File: src/rtl/mem_wb_reg_pkg.sv
`default_nettype none
// ============================================================================
//  Module   : mem_wb_reg_pkg
//  Purpose  : Shared constants and types for the MEM/WB pipeline register:
//             the $zero register number, the MEM-stage control bundle and
//             the halt FSM state encoding.
//  Revision : 1.0  initial release
// ============================================================================
package mem_wb_reg_pkg;

    // Register number of the hard-wired zero register; never written.
    localparam logic [4:0] REG_ZERO = 5'd0;

    // Control bundle produced by the MEM stage (9 bits).
    typedef struct packed {
        logic       rw_en;
        logic       lh;
        logic       memread;
        logic       memw;
        logic [4:0] rW;
    } mem_ctrl_t;

    // Halt tracking state.
    typedef enum logic {
        RUN    = 1'b0,
        HALTED = 1'b1
    } halt_state_e;

endpackage : mem_wb_reg_pkg
`default_nettype wire

File: src/rtl/mem_wb_reg_if.sv
`default_nettype none
// ============================================================================
//  Module   : mem_wb_if
//  Purpose  : Bundle of MEM-side inputs and WB/forwarding/status outputs of
//             the MEM/WB pipeline register. The master drives the pipeline
//             side, the slave is the register itself.
//  Revision : 1.0  initial release
// ============================================================================
interface mem_wb_if #(
    parameter int DW = 32,
    parameter int CW = 32
);
    logic          stall;
    logic          flush;
    logic          valid_in;
    logic [DW-1:0] result;
    logic [DW-1:0] mem_v;
    logic          rw_en;
    logic          memread;
    logic [4:0]    rW;
    logic          halt_in;
    logic          resume;
    logic [4:0]    ex_rs;
    logic [4:0]    ex_rt;

    logic [DW-1:0] wb_data;
    logic [4:0]    wb_rW;
    logic          wb_we;
    logic          fwd_a;
    logic          fwd_b;
    logic          halted;
    logic [CW-1:0] retired_cnt;
    logic [CW-1:0] load_cnt;

    modport master (
        output stall, flush, valid_in, result, mem_v, rw_en, memread, rW,
               halt_in, resume, ex_rs, ex_rt,
        input  wb_data, wb_rW, wb_we, fwd_a, fwd_b, halted,
               retired_cnt, load_cnt
    );

    modport slave (
        input  stall, flush, valid_in, result, mem_v, rw_en, memread, rW,
               halt_in, resume, ex_rs, ex_rt,
        output wb_data, wb_rW, wb_we, fwd_a, fwd_b, halted,
               retired_cnt, load_cnt
    );

endinterface : mem_wb_if
`default_nettype wire

File: src/rtl/mem_wb_reg_fwd_cmp.sv
`default_nettype none
// ============================================================================
//  Module   : fwd_cmp
//  Purpose  : Register-number comparator for MEM/WB forwarding. Flags a match
//             only when the WB write is enabled and the destination is not
//             the zero register.
//  Revision : 1.0  initial release
// ============================================================================
import mem_wb_reg_pkg::*;

module fwd_cmp (
    input  wire logic       we_i,
    input  wire logic [4:0] dst_i,
    input  wire logic [4:0] src_i,
    output logic            match_o
);

    assign match_o = we_i && (dst_i != REG_ZERO) && (dst_i == src_i);

endmodule : fwd_cmp
`default_nettype wire

File: src/rtl/mem_wb_reg.sv
`default_nettype none
// ============================================================================
//  Module   : mem_wb_reg
//  Purpose  : MEM/WB pipeline register with write-back select, MEM/WB
//             forwarding detect, halt tracking and retirement statistics.
//             Optional macro MEMWB_STATS_EN enables the retired/load
//             counters; without it both counter ports read as zero.
//  Revision : 1.0  initial release
// ============================================================================
import mem_wb_reg_pkg::*;

module mem_wb_reg #(
    parameter int DW = 32,
    parameter int CW = 32
) (
    input  wire logic clk,
    input  wire logic rst,
    mem_wb_if.slave   bus
);

    // Pipeline fields
    logic          valid_q,   valid_d;
    logic          rw_en_q,   rw_en_d;
    logic          memread_q, memread_d;
    logic [4:0]    rw_q,      rw_d;
    logic [DW-1:0] result_q,  result_d;
    logic [DW-1:0] mem_v_q,   mem_v_d;

    halt_state_e   state_q;

    logic          w_capture;
    logic          w_wb_we;

    // A real capture happens only in RUN with neither stall nor flush.
    assign w_capture = !bus.flush && !bus.stall && (state_q == RUN);

    // Next-state select: flush (or HALTED without stall) loads a bubble,
    // stall holds, otherwise capture the MEM stage.
    always_comb begin
        valid_d   = valid_q;
        rw_en_d   = rw_en_q;
        memread_d = memread_q;
        rw_d      = rw_q;
        result_d  = result_q;
        mem_v_d   = mem_v_q;
        if (bus.flush || (!bus.stall && (state_q == HALTED))) begin
            valid_d   = 1'b0;
            rw_en_d   = 1'b0;
            memread_d = 1'b0;
            rw_d      = REG_ZERO;
            result_d  = '0;
            mem_v_d   = '0;
        end else if (!bus.stall) begin
            valid_d   = bus.valid_in;
            rw_en_d   = bus.rw_en;
            memread_d = bus.memread;
            rw_d      = bus.rW;
            result_d  = bus.result;
            mem_v_d   = bus.mem_v;
        end
    end

    // Pipeline register storage.
    always_ff @(posedge clk or posedge rst) begin
        if (rst) begin
            valid_q   <= 1'b0;
            rw_en_q   <= 1'b0;
            memread_q <= 1'b0;
            rw_q      <= REG_ZERO;
            result_q  <= '0;
            mem_v_q   <= '0;
        end else begin
            valid_q   <= valid_d;
            rw_en_q   <= rw_en_d;
            memread_q <= memread_d;
            rw_q      <= rw_d;
            result_q  <= result_d;
            mem_v_q   <= mem_v_d;
        end
    end

    // Halt FSM: a captured halt instruction wins over a same-edge resume.
    always_ff @(posedge clk or posedge rst) begin
        if (rst) begin
            state_q <= RUN;
        end else begin
            case (state_q)
                RUN: begin
                    if (w_capture && bus.valid_in && bus.halt_in) begin
                        state_q <= HALTED;
                    end
                end
                HALTED: begin
                    if (bus.resume) begin
                        state_q <= RUN;
                    end
                end
                default: state_q <= RUN;
            endcase
        end
    end

    // Write-back select and register-file port.
    assign w_wb_we     = rw_en_q && valid_q && (rw_q != REG_ZERO);
    assign bus.wb_data = memread_q ? mem_v_q : result_q;
    assign bus.wb_rW   = rw_q;
    assign bus.wb_we   = w_wb_we;
    assign bus.halted  = (state_q == HALTED);

    fwd_cmp u_fwd_a (
        .we_i    (w_wb_we),
        .dst_i   (rw_q),
        .src_i   (bus.ex_rs),
        .match_o (bus.fwd_a)
    );

    fwd_cmp u_fwd_b (
        .we_i    (w_wb_we),
        .dst_i   (rw_q),
        .src_i   (bus.ex_rt),
        .match_o (bus.fwd_b)
    );

`ifdef MEMWB_STATS_EN
    logic [CW-1:0] retired_q;
    logic [CW-1:0] load_q;
    logic          w_retire;

    assign w_retire = w_capture && bus.valid_in;

    // Retirement statistics; wrap naturally at 2^CW.
    always_ff @(posedge clk or posedge rst) begin
        if (rst) begin
            retired_q <= '0;
            load_q    <= '0;
        end else if (w_retire) begin
            retired_q <= retired_q + CW'(1);
            if (bus.memread) begin
                load_q <= load_q + CW'(1);
            end
        end
    end

    assign bus.retired_cnt = retired_q;
    assign bus.load_cnt    = load_q;
`else
    assign bus.retired_cnt = {CW{1'b0}};
    assign bus.load_cnt    = {CW{1'b0}};
`endif

endmodule : mem_wb_reg
`default_nettype wire
File: src/flat_wrapper.sv
// flat-port wrapper written by rule: the top's interface ports become plain ports
module mem_wb_reg_flat 
#(
    parameter int DW = 32,
    parameter int CW = 32
)
  (clk, rst, bus_stall, bus_flush, bus_valid_in, bus_result, bus_mem_v, bus_rw_en, bus_memread, bus_rW, bus_halt_in, bus_resume, bus_ex_rs, bus_ex_rt, bus_wb_data, bus_wb_rW, bus_wb_we, bus_fwd_a, bus_fwd_b, bus_halted, bus_retired_cnt, bus_load_cnt);
  mem_wb_if #(.DW(DW), .CW(CW)) bus_i ();
  input  wire logic clk;
  input  wire logic rst;
  input wire logic [$bits(bus_i.stall)-1:0] bus_stall;
  input wire logic [$bits(bus_i.flush)-1:0] bus_flush;
  input wire logic [$bits(bus_i.valid_in)-1:0] bus_valid_in;
  input wire logic [$bits(bus_i.result)-1:0] bus_result;
  input wire logic [$bits(bus_i.mem_v)-1:0] bus_mem_v;
  input wire logic [$bits(bus_i.rw_en)-1:0] bus_rw_en;
  input wire logic [$bits(bus_i.memread)-1:0] bus_memread;
  input wire logic [$bits(bus_i.rW)-1:0] bus_rW;
  input wire logic [$bits(bus_i.halt_in)-1:0] bus_halt_in;
  input wire logic [$bits(bus_i.resume)-1:0] bus_resume;
  input wire logic [$bits(bus_i.ex_rs)-1:0] bus_ex_rs;
  input wire logic [$bits(bus_i.ex_rt)-1:0] bus_ex_rt;
  output wire logic [$bits(bus_i.wb_data)-1:0] bus_wb_data;
  output wire logic [$bits(bus_i.wb_rW)-1:0] bus_wb_rW;
  output wire logic [$bits(bus_i.wb_we)-1:0] bus_wb_we;
  output wire logic [$bits(bus_i.fwd_a)-1:0] bus_fwd_a;
  output wire logic [$bits(bus_i.fwd_b)-1:0] bus_fwd_b;
  output wire logic [$bits(bus_i.halted)-1:0] bus_halted;
  output wire logic [$bits(bus_i.retired_cnt)-1:0] bus_retired_cnt;
  output wire logic [$bits(bus_i.load_cnt)-1:0] bus_load_cnt;
  assign bus_i.stall = bus_stall;
  assign bus_i.flush = bus_flush;
  assign bus_i.valid_in = bus_valid_in;
  assign bus_i.result = bus_result;
  assign bus_i.mem_v = bus_mem_v;
  assign bus_i.rw_en = bus_rw_en;
  assign bus_i.memread = bus_memread;
  assign bus_i.rW = bus_rW;
  assign bus_i.halt_in = bus_halt_in;
  assign bus_i.resume = bus_resume;
  assign bus_i.ex_rs = bus_ex_rs;
  assign bus_i.ex_rt = bus_ex_rt;
  assign bus_wb_data = bus_i.wb_data;
  assign bus_wb_rW = bus_i.wb_rW;
  assign bus_wb_we = bus_i.wb_we;
  assign bus_fwd_a = bus_i.fwd_a;
  assign bus_fwd_b = bus_i.fwd_b;
  assign bus_halted = bus_i.halted;
  assign bus_retired_cnt = bus_i.retired_cnt;
  assign bus_load_cnt = bus_i.load_cnt;
  mem_wb_reg #(.DW(DW), .CW(CW)) u_core (.clk(clk), .rst(rst), .bus(bus_i));
endmodule
File: config.mk
export PLATFORM = sky130hd
export DESIGN_NAME = mem_wb_reg_flat
export DESIGN_NICKNAME = d
export VERILOG_FILES = /design/src/rtl/mem_wb_reg_pkg.sv /design/src/rtl/mem_wb_reg_if.sv /design/src/rtl/mem_wb_reg_fwd_cmp.sv /design/src/rtl/mem_wb_reg.sv /design/src/flat_wrapper.sv
export SDC_FILE = /design/constraint.sdc
export NUM_CORES = 1
export LEC_CHECK = 0
export BUFFER_PORTS_ARGS = -buffer_cell sky130_fd_sc_hd__buf_4
export CAP_MARGIN = 5
export CORE_MARGIN = 2
export CORE_UTILIZATION = 40
export DETAILED_ROUTE_END_ITERATION = 8
export PLACE_DENSITY_LB_ADDON = 0.15
export SYNTH_ARGS = -nofsm -noshare
export SYNTH_HDL_FRONTEND = slang
export SYNTH_HIERARCHICAL = 1
export SYNTH_SLANG_ARGS = --single-unit
File: constraint.sdc
create_clock -name clk -period 2.6 [get_ports clk]
set_input_delay 0.26 -clock clk [delete_from_list [all_inputs] [get_ports clk]]
set_output_delay 0.26 -clock clk [all_outputs]
set_load 0.05 [all_outputs]
Word level (Yosys, flattened, before mapping)
Cells that the tools add are included.

Divide/modulo/power cells: 0. Shift-type cells: 0. Reduce and logical (&&, ||, !) cells: 14. Add/subtract/negate cells: 0. Multiplexer cells: 16. $lt $le $gt $ge: 0. Multipliers: 0. Eq/ne operators: 3. Bitwise operators: 1.

Operators by type and width (number): two-way mux 32 bit (5); == test 5 bit (2); logical AND 1 bit (10); two-way mux 5 bit (2); two-way mux 1 bit (8); nonzero test 5 bit (1); logical NOT 1 bit (2); != test 2 x 1 -> 1 bit, second input constant (1); one-hot mux 1 bit (2 select lines) (1); logical OR 1 bit (1); NOT 1 bit (1).

Memory bits (writable): 0. Input port bits: 88. Logic and storage cells: 41. ROM bits: 0. Register bits after elaboration: 73. Memories kept: 0. Latch bits: 0.

Depth between registers and ports, before layout
Gate-level depths: netlist (run 1).

Word-level depth: 7. Depth in mapped cells: 4. Gate-level depth less buffers: 3.

Cells and area by module
Netlist (run 1), hierarchy kept.

By module, submodules not included: mem_wb_reg (area an instance 3579.7 um^2, cells an instance 268, seq. area each 1826.8 um^2, instances 1); fwd_cmp (area an instance 76.3 um^2, cells an instance 10, seq. area each 0.0 um^2, instances 2).

Worst setup path before layout (run 1)
Ideal clock, no wire load.

Path kind: reg2out. Start point: reg u_core.rw_q[1], in the netlist u_core/bus.wb_rW[1]. End point: out bus_fwd_a. Buffers on the path: 0. Cell stages (with the launch flop): 4. Path slack: 348 ps. Arrival: 1992 ps. Cell sequence: dfrtp_1 -> or3_1 -> o311a_1 -> and4_1.

Cells in the longest elaborated chain, start to end: 4. Elaborated cells between the ends (all ways): 5. Those cells by class: eq/ne: 1; reduce/logical: 4.

Ends and longest elaborated chain: start: declaration (line mem_wb_reg.sv:25) `logic [4:0] rw_q, rw_d;`; start signal: assignment (line mem_wb_reg.sv:76) `rw_q <= rw_d;`; nonzero test 5 bit (line mem_wb_reg.sv:104) `assign w_wb_we = rw_en_q && valid_q && (rw_q != REG_ZERO);`; logical AND 1 bit (line mem_wb_reg.sv:104); named net bus_wb_we (line flat_wrapper.sv:25) `output wire logic [$bits(bus_i.wb_we)-1:0] bus_wb_we;`; logical AND 1 bit (2 in series) (line mem_wb_reg_fwd_cmp.sv:18) `assign match_o = we_i && (dst_i != REG_ZERO) && (dst_i == src_i);`; end: declaration (line flat_wrapper.sv:26) `output wire logic [$bits(bus_i.fwd_a)-1:0] bus_fwd_a;`.

The timed path passes the listed nets, and every way through them passes these cells.

Worst setup path in the final report (run 1)
Start point: reg u_core.rw_q[1], in the netlist u_core/bus.wb_rW[1]. End point: out bus_fwd_a.

Cells in the longest elaborated chain, start to end: 4. Elaborated cells between the ends (all ways): 5. Those cells by class: eq/ne: 1; reduce/logical: 4.

Ends and longest elaborated chain (line): nonzero test 5 bit (mem_wb_reg_fwd_cmp.sv:18, mem_wb_reg.sv:104); logical AND 1 bit (mem_wb_reg.sv:104); logical AND 1 bit (mem_wb_reg_fwd_cmp.sv:18); logical AND 1 bit * (mem_wb_reg_fwd_cmp.sv:18).

Mark *: on every way between the ends. The rest lies on a longest branch, timed or not.

==> results.md, run 1 <==
- DRT iter0 DRCs: 69
- Largest net degree at the start of global routing: 74
- Crit Path Class: reg -> out
- Final ANT Viol Nets: 0
- Clock Skews: 0.0112 ns
- Vias/cell: 4.68
- Async set or reset register ratio after synthesis: 100%
- Pleak: 2.53 nW
- Placed Area: 0.00453 mm2
- Setup Buffers After CTS: 0
- Clk Tree Root Cell: clkbuf_8
- IO Port Bufs: 128
- Worst skew pair latency: 0.34 ns
- Yosys cell types: 22
- Sink Count: 73
- Clock buffer depth: 2
- Post-Synthesis Cells: 288
- Final Setup Violations: 0
- CP Capture Point: bus_fwd_a
- Fin crit share: 82.4%
- Worst Reg2Reg Path Length in Cells: 3
- CP Launch Type: flip-flop
- Top cells by count, synth: dfrtp_1, a22o_2, buf_4
- H-tree levels: 3
- Fin crit period: 2.14 ns
- Slew Viols, Final: 0
- WL/cell: 15.3 um
- Critical path peak fanout: 7
- Layout area overhead: 28.0%
- Setup TNS Final: 0 ns
- Max rail drop VDD: 0.286 mV
- Die Area: 0.0101 mm2
- Post-synth EDFFs: 0
- Mapped Avg Cell Area: 13.0 um2
- Top-count cell post-synth: dfrtp_1
- Routed vias: 2470
- Area of the mapped netlist: 0.00373 mm2
- CTS Hold Bufs: 0
- HPWL after DPL: 5410 um
- Relative slew margins: 46.5%
- Die Y: 101 um
- CP Capture Type: primary output
- Final instance area: 0.00478 mm2
- RR Startpoint: u_core/bus.halted
- Unrepaired setup endpoints after global routing: no
- Core area: 0.00915 mm2
- Number of diodes: 0
- Final hold viol count: 0
- Outcome: finished, final reports clean
- GRT Overall Usage: 16.1%
- Fin worst setup slack: 0.459 ns
- Share of cells above drive strength 1: 60.2%
- Worst hold path type: in -> async
- PwrDens: 645 mW/mm2
- Final wirelength: 8050 um
- Final nets: 500
- Max_cap viols: 0
- Top cell type by total area after synthesis: dfrtp_1
- Antenna violations before repair: 0
- Post-CTS Resized: 0
- Top area cells in the synthesized netlist: dfrtp_1, a22o_2, buf_4
- # IOs: 193
- Vias in the first global route: 2468
- Worst r2r dst: u_core/result_q[4]
- Initial Utilization: 40.8%
- Crit path from: u_core/bus.wb_rW[1]
- CTS buffer count: 9
- Top FF cell, synth: dfrtp_1
- Peak Freq: 467 MHz
- Yosys warning total: 6
- Residual DRC count: 0
- Die Width: 101 um
- Overflow after GRT: 0
- First-pass iteration count of the detailed router: 4
- CTS clk-pin slew, worst paths: 0.08 ns
- Arrival time of the worst setup path: 1.88 ns
- #FFs+latches synth: 73
- GPL Wtd Cong: 0.737
- R2R Setup Slk: 1.30 ns
- Worst Tran Pin Value: 0.802 ns
- Rows: 35
- Sequential element share of the synthesized area: 48.9%
- Worst EP required: 2.34 ns
- Post-synth top area share: 48.9%
- First-pass GRT wire length: 12600 um
- Place WS: 0.820 ns
- TritonCTS clock tree: yes
## cells in the final DEF (no fill, tap or decap), types with 2 or more instances in the layout
master       n
mux2_2      32
nor3_1       2
and4_1       2
bufinv_16    3
a22o_1       6
nor4_2       2
buf_4      130
xor2_1       6
clkbuf_8    10
o21ai_1      2
dfrtp_1     73
or2_0        2
conb_1      64
nand2_1      2
a22o_2      66
xnor2_1      2
buf_12       3
## critical path: stages, from the launching register on
cell and delay, ns:
dfrtp_1 0.47, or3_1 0.41, o311a_1 0.33, and4_1 0.16, buf_4 0.18
## layer usage
metal / vias to the layer above / global-route usage, % / part of all wire, %
li1: 1173 / - / -
met1: 1181 / 22.3 / 45
met2: 108 / 23.9 / 46
met3: 8 / 5.13 / 7.3
met4: 0 / 5.06 / 1.3
met5: - / 0 / 0
## area by class of cell
class | instances | area [um2]
Fill cell | 818 | 4380
Sequential cell | 73 | 1830
Multi-Input combinational cell | 193 | 1520
Timing Repair Buffer | 133 | 1040
Clock buffer | 11 | 141
Tap cell | 111 | 139
Clock inverter | 5 | 103
Inverter | 2 | 7.51
## worst min path at each step
stage                              start                   to  slack, ns  depth (start not counted)
after floorplan           bus_result[28]  u_core/result_q[28]       0.39                          1
after global placement               rst   u_core/mem_v_q[16]       0.47                          2
after detailed placement             rst   u_core/mem_v_q[16]       0.47                          2
after CTS                            rst   u_core/mem_v_q[16]       0.09                          2
after global routing       bus_mem_v[10]   u_core/mem_v_q[10]       0.11                          2
final                                rst   u_core/mem_v_q[16]       0.07                          2
## flip-flops by register name (all words and copies together) (netlist names)
name / flops
u_core/valid_q: 1
u_core/result_q: 32
u_core/bus.wb_rW: 5
u_core/rw_en_q: 1
u_core/mem_v_q: 32
u_core/bus.halted: 1
u_core/memread_q: 1
## cell families (layout without fill, tap and decap cells)
group | count (synthesis) | count (layout) | synth area share (%)
compound gates | 76 | 76 | 19.9
xor+xnor | 8 | 8 | 1.88
buf+inv | 85 | 151 | 16.8
flops | 73 | 73 | 48.9
mux | 32 | 32 | 9.65
other cells | 1 | 64 | 0.100
simple gates | 13 | 13 | 2.72
## metrics by stage
step | util [%] | hold WS [ns] | instances | power (mW)
finish | 52.2 | 0.0688 | 528 | 3.08
global placement | 49.5 | 0.471 | 512 | 2.03
global route | 52.2 | 0.106 | 528 | 3.23
floorplan | - | 0.393 | 351 | 1.89
CTS | 52.2 | 0.0894 | 528 | 3.12
detailed placement | 49.5 | 0.470 | 512 | 2.03
## where the power goes
group          switching [mW]  leakage (nW)  internal (mW)
combinational           0.507          1.43          0.257
sequential             0.0439         0.976           1.20
clock                   0.409         0.120          0.663
total                   0.960          2.53           2.12
No activity file was read; power rests on OpenSTA's default activity.
==> run 2, diff against run 1 <==
==> constraint.sdc (replaced) <==
create_clock -name clk -period 1.9 [get_ports clk]
set_input_delay 0.19 -clock clk [delete_from_list [all_inputs] [get_ports clk]]
set_output_delay 0.19 -clock clk [all_outputs]
set_load 0.05 [all_outputs]
==> results.md, run 2 (synthesis gave the netlist of run 1 again) <==
- Outcome: finished, violations left
- Failing checks: setup timing
- Largest net degree at the start of global routing: 74 (unchanged)
- Final Setup Violations: 2 (+2)
- Post-layout total power: 4.04 mW (+31%)
- Routed vias: 2580 (+4.5%)
- Place WS: 0.194 ns (-0.626 ns)
- Max rail drop VDD: 0.277 mV (-3.1%)
- Die Y: 101 um (unchanged)
- Hold endpoint: u_core/result_q[30]
- Fin worst setup slack: -0.0272 ns (-0.486 ns)
- PwrDens: 835 mW/mm2 (+30%)
- Arrival time of the worst setup path: 1.74 ns (-0.14 ns)
- Slew Viols, Final: 0 (unchanged)
- HPWL after DPL: 5680 um (+5.0%)
- CP Capture Type: primary output
- Pleak: 2.54 nW (+0.46%)
- Relative slew margins: 52.7% (+6.2 points)
- H-tree levels: 3 (unchanged)
- RR Startpoint: u_core/bus.halted
- Worst Tran Pin Value: 0.708 ns (-0.0940 ns)
- Reg area: 0.00183 mm2 (+0.21%)
- Number of diodes: 0 (unchanged)
- Most common cell after layout, fill and taps aside: buf_4
- Fillers: 805 (-1.6%)
- Worst Reg2Reg Path Length in Cells: 3 (unchanged)
- Overflow after GRT: 0 (unchanged)
- Final nets: 506 (+1.2%)
- Fin crit share: 101%
- Share of cells above drive strength 1: 62.4% (+2.2 points)
- Peak Freq: 519 MHz
- Worst skew pair latency: 0.33 ns (about the same)
- Worst EP required: 1.71 ns (-0.63 ns)
- Fin crit period: 1.93 ns
- Area of the multi-input gates: 0.00154 mm2 (+1.4%)
- Antenna violations before repair: 0 (unchanged)
- Crit Path Class: reg -> out
- Layout area overhead: 29.6%
- Max_cap viols: 0 (unchanged)
- Clock buffer depth: 2 (unchanged)
- CP max stage delay: 0.41 ns (-0.06 ns)
- Residual DRC count: 0 (unchanged)
- HP Start: bus_result[30]
- Clk Tree Root Cell: clkbuf_8
- Most frequent cells in the layout: buf_4, dfrtp_1, a22o_2
- Clock Skews: 0.00636 ns (-0.00485 ns)
- First-pass GRT wire length: 12800 um (+1.7%)
- TritonCTS clock tree: yes
- GPL Wtd Cong: 0.811 (+10%)
- CP Buf/Inv Count: 1 (unchanged)
- Final wirelength: 8400 um (+4.3%)
- Slowest-stage cell, CP: dfrtp_2
- Final hold viol count: 0 (unchanged)
- IO Port Bufs: 128 (unchanged)
- CTS clk-pin slew, worst paths: 0.08 ns (about the same)
- Die Width: 101 um (unchanged)
- R2R Setup Slk: 0.59 ns (-0.71 ns)
- CTS buffer count: 9 (unchanged)
- DRT iter0 DRCs: 53 (-23%)
- Rows: 35 (unchanged)
- CP Launch Type: flip-flop
- Worst Hold Depth: 2
- Final ANT Viol Nets: 0 (unchanged)
- # IOs: 193 (unchanged)
- Vias in the first global route: 2455 (-0.53%)
- Worst hold path type: in -> reg
- WL/cell: 15.7 um (+3.2%)
- Crit path cell chain: or3_4 -> o311a_4 -> and4_4 -> buf_8
- Vias/cell: 4.83 (+3.3%)
- Initial Utilization: 40.8% (unchanged)
- Delay-heaviest family, CP: simple AND/OR/NAND/NOR gates
- GRT Overall Usage: 16.1% (+0.034 points)
- Unrepaired setup endpoints after global routing: yes
- Die Area: 0.0101 mm2 (unchanged)
- Worst r2r dst: u_core/bus.halted
- First-pass iteration count of the detailed router: 4 (unchanged)
- Sink Count: 73 (unchanged)
- Critical path peak fanout: 3 (-4)
- Core area: 0.00915 mm2 (unchanged)
[run 2: stage by stage]
stage / hold WS [ns] / setup TNS, ns / cells / utilization, % / cell area, um2
final: 0.0673 / -0.0504 / 534 / 52.9 / 4840
after global routing: 0.0464 / -0.163 / 534 / 52.9 / 4840
after CTS: 0.0457 / -0.0944 / 534 / 52.8 / 4830
after detailed placement: 0.273 / 0 / 515 / 49.9 / 4570
after global placement: 0.271 / 0 / 515 / 49.9 / 4570
after floorplan: 0.323 / -0.0338 / 351 / - / 3980
[run 2: how the worst max path moves through the flow]
stage | from | end | slack (ns) | depth (start not counted)
2_1_floorplan | u_core/bus.wb_rW[1] | bus_fwd_a | -0.02 | 3
3_3_place_gp | u_core/bus.wb_rW[0] | bus_fwd_a | 0.21 | 4
3_5_place_dp | u_core/bus.wb_rW[0] | bus_fwd_b | 0.19 | 4
4_1_cts | u_core/bus.wb_rW[3] | bus_fwd_b | -0.05 | 4
5_1_grt | u_core/bus.wb_rW[3] | bus_fwd_a | -0.08 | 4
6_report | u_core/bus.wb_rW[3] | bus_fwd_a | -0.03 | 4
[run 2: timing repair]
item | in CTS | in global routing
buffers inserted | 2 | 0
hold buffers | 1 | 0
pin swaps | 1 | 0
resized for setup | 7 | 1
endpoints found under the setup margin | 3 | 2
endpoints found under the hold margin | 18 | 0
[run 2: routing by layer]
layer / wire length [um] / track usage [%]
met1: 3800 / 22.4
met2: 3900 / 24.4
met3: 548 / 3.33
met4: 155 / 6.85
met5: 0 / 0
[run 2: area by class of cell]
type / instances / share of cell area, %
clock buffers: 12 / 3.41
flip-flops and latches: 73 / 37.8
repair buffers: 139 / 22.7
well taps: 111 / 2.87
clock inverters: 4 / 1.03
multi-input cells: 193 / 31.9
inverters: 2 / 0.233
[run 2: power breakdown]
group,switching [mW],internal (mW),leakage [nW]
clock network,0.559,0.712,0.105
registers,0.0554,1.64,0.972
logic,0.707,0.363,1.46
total,1.32,2.72,2.54
==> run 3, diff against run 2 <==
--- a/config.mk
+++ b/config.mk
@@ -10,6 +10,7 @@
 export CORE_MARGIN = 2
 export CORE_UTILIZATION = 40
 export DETAILED_ROUTE_END_ITERATION = 8
+export GPL_TIMING_DRIVEN = 0
 export PLACE_DENSITY_LB_ADDON = 0.15
 export SYNTH_ARGS = -nofsm -noshare
 export SYNTH_HDL_FRONTEND = slang
==> constraint.sdc (replaced) <==
create_clock -name clk -period 2.1 [get_ports clk]
set_input_delay 0.21 -clock clk [delete_from_list [all_inputs] [get_ports clk]]
set_output_delay 0.21 -clock clk [all_outputs]
set_load 0.05 [all_outputs]
==> results.md, run 3 (synthesis gave the netlist of run 1 again) <==
- H-tree levels: 3 (unchanged)
- Pleak: 2.95 nW (+16%)
- CTS clk-pin slew, worst paths: 0.09 ns (about the same)
- PwrDens: 712 mW/mm2 (-15%)
- # IOs: 193 (unchanged)
- Placed Cells: 591 (+15%)
- Clock buffer depth: 2 (unchanged)
- Reg area: 0.00183 mm2 (unchanged)
- Relative slew margins: 51.2% (-1.5 points)
- Max rail drop VDD: 0.357 mV (+29%)
- Antenna violations before repair: 0 (unchanged)
- Clock Skews: 0.0105 ns (+0.00411 ns)
- Core area: 0.00915 mm2 (unchanged)
- Initial Utilization: 40.8% (unchanged)
- Max_cap viols: 0 (unchanged)
- Routed vias: 2775 (+7.6%)
- Worst Tran Pin Value: 0.730 ns (+0.0221 ns)
- Final nets: 585 (+16%)
- Post-route insts no fill: 613 (+15%)
- Die Y: 101 um (unchanged)
- CTS buffer count: 9 (unchanged)
- Worst skew pair latency: 0.34 ns (about the same)
- Final ANT Viol Nets: 0 (unchanged)
- Sink Count: 73 (unchanged)
- Overflow after GRT: 0 (unchanged)
- Die Width: 101 um (unchanged)
- Fin crit share: 97.0%
- Slew Viols, Final: 0 (unchanged)
- Share of cells above drive strength 1: 67.3% (+4.9 points)
- Outcome: finished, final reports clean
- TritonCTS clock tree: yes
- Critical path peak fanout: 6 (+3)
- First-pass iteration count of the detailed router: 4 (unchanged)
- Unrepaired setup endpoints after global routing: no
- HPWL after DPL: 6500 um (+14%)
- First-pass GRT wire length: 13900 um (+8.4%)
- Arrival time of the worst setup path: 1.83 ns (+0.09 ns)
- Most common cell after layout, fill and taps aside: buf_4
- Final hold viol count: 0 (unchanged)
- Residual DRC count: 0 (unchanged)
- GRT Overall Usage: 17.7% (+1.6 points)
- Die Area: 0.0101 mm2 (unchanged)
- Final wirelength: 9070 um (+7.9%)
- Area of the multi-input gates: 0.00152 mm2 (-1.7%)
- Vias/cell: 4.53 (-6.3%)
- Rows: 35 (unchanged)
- Final Setup Violations: 0 (-2)
- WL/cell: 14.8 um (-6.0%)
- Clk Tree Root Cell: clkbuf_8
- CP Capture Type: primary output
- Worst hold path type: in -> reg
- Largest net degree at the start of global routing: 43 (-42%)
- Layout area overhead: 43.6%
- Setup TNS Final: 0 ns (+0.0504 ns)
- Fin crit period: 2.04 ns
- Fillers: 832 (+3.4%)
- Most frequent cells in the layout: buf_4, dfrtp_1, a22o_2
- Number of diodes: 0 (unchanged)
- IO Port Bufs: 128 (unchanged)
- Peak Freq: 491 MHz
- Crit Path Class: reg -> out
- DRT iter0 DRCs: 30 (-43%)
- CP Launch Type: flip-flop
- Worst EP required: 1.89 ns (+0.18 ns)
- GPL Wtd Cong: 0.751 (-7.4%)
- Vias in the first global route: 2829 (+15%)
==> run 3: changes by cell type in the layout (fill, tap and decap cells not counted), sizes merged <==
cell	previous run	this run
clkinvlp	3	2
clkbuf	12	11
clkinv	1	2
buf	138	217
bufinv	1	2
==> run 3: metrics by stage <==
step	hold WS (ns)	power [mW]	setup slack (ns)	utilization, %	cell area (um2)
floorplan	0.343	2.34	0.0502	-	3980
global placement	0.431	2.62	0.361	55.5	5080
detailed placement	0.376	2.64	0.365	55.7	5100
CTS	0.0609	3.84	0.0204	58.3	5340
global route	0.0691	3.98	0.00393	58.6	5360
finish	0.0753	3.82	0.0631	58.6	5360
==> run 3: power by group <==
group	leakage (nW)	switching (mW)	internal [mW]
Clock	0.104	0.527	0.671
Combinational	1.87	0.660	0.419
Sequential	0.972	0.0504	1.49
==> run 3: per-layer routing <==
| layer | global-route usage [%] | vias to the layer above | routed length (um) |
|---|---|---|---|
| li1 | - | 1343 | - |
| met1 | 22.6 | 1305 | 3930 |
| met2 | 29.8 | 117 | 4430 |
| met3 | 3.54 | 10 | 593 |
| met4 | 6.32 | 0 | 113 |
| met5 | 0 | - | 0 |
==> run 3: final cells by class <==
class	instances	share of cell area, %
Timing Repair Buffer	135	19.2
Tap cell	111	2.59
Clock buffer	11	2.45
Multi-Input combinational cell	193	28.3
Clock inverter	5	1.52
Sequential cell	73	34.2
Inverter	2	0.210
Buffer	83	11.6
==> run 3: timing repair <==
action                                  CTS  global route
hold endpoints to repair                 30             0
hold buffers                              1             0
resized for setup                         0             0
setup buffers                             2             3
pin swaps                                 0             0
endpoints found under the setup margin    2             2
==> run 3: worst paths after layout <==
check,startpoint,to,slack (ns),cells after the start
hold / removal,bus_result[28],u_core/result_q[28],0.08,2
max in group asynchronous,rst,u_core/bus.wb_rW[1],0.89,4
setup / recovery,u_core/bus.wb_rW[3],bus_fwd_a,0.06,4
setup reg to reg,u_core/bus.halted,u_core/mem_v_q[22],0.67,3
hold reg to reg,u_core/result_q[9],u_core/result_q[9],0.51,1
min in group asynchronous,rst,u_core/result_q[3],0.54,3
==> run 3: critical path: stages, from the launching register on <==
cell and delay (ns):
dfrtp_2 0.46, or3_1 0.32, o311a_1 0.34, and4_2 0.19, buf_4 0.18
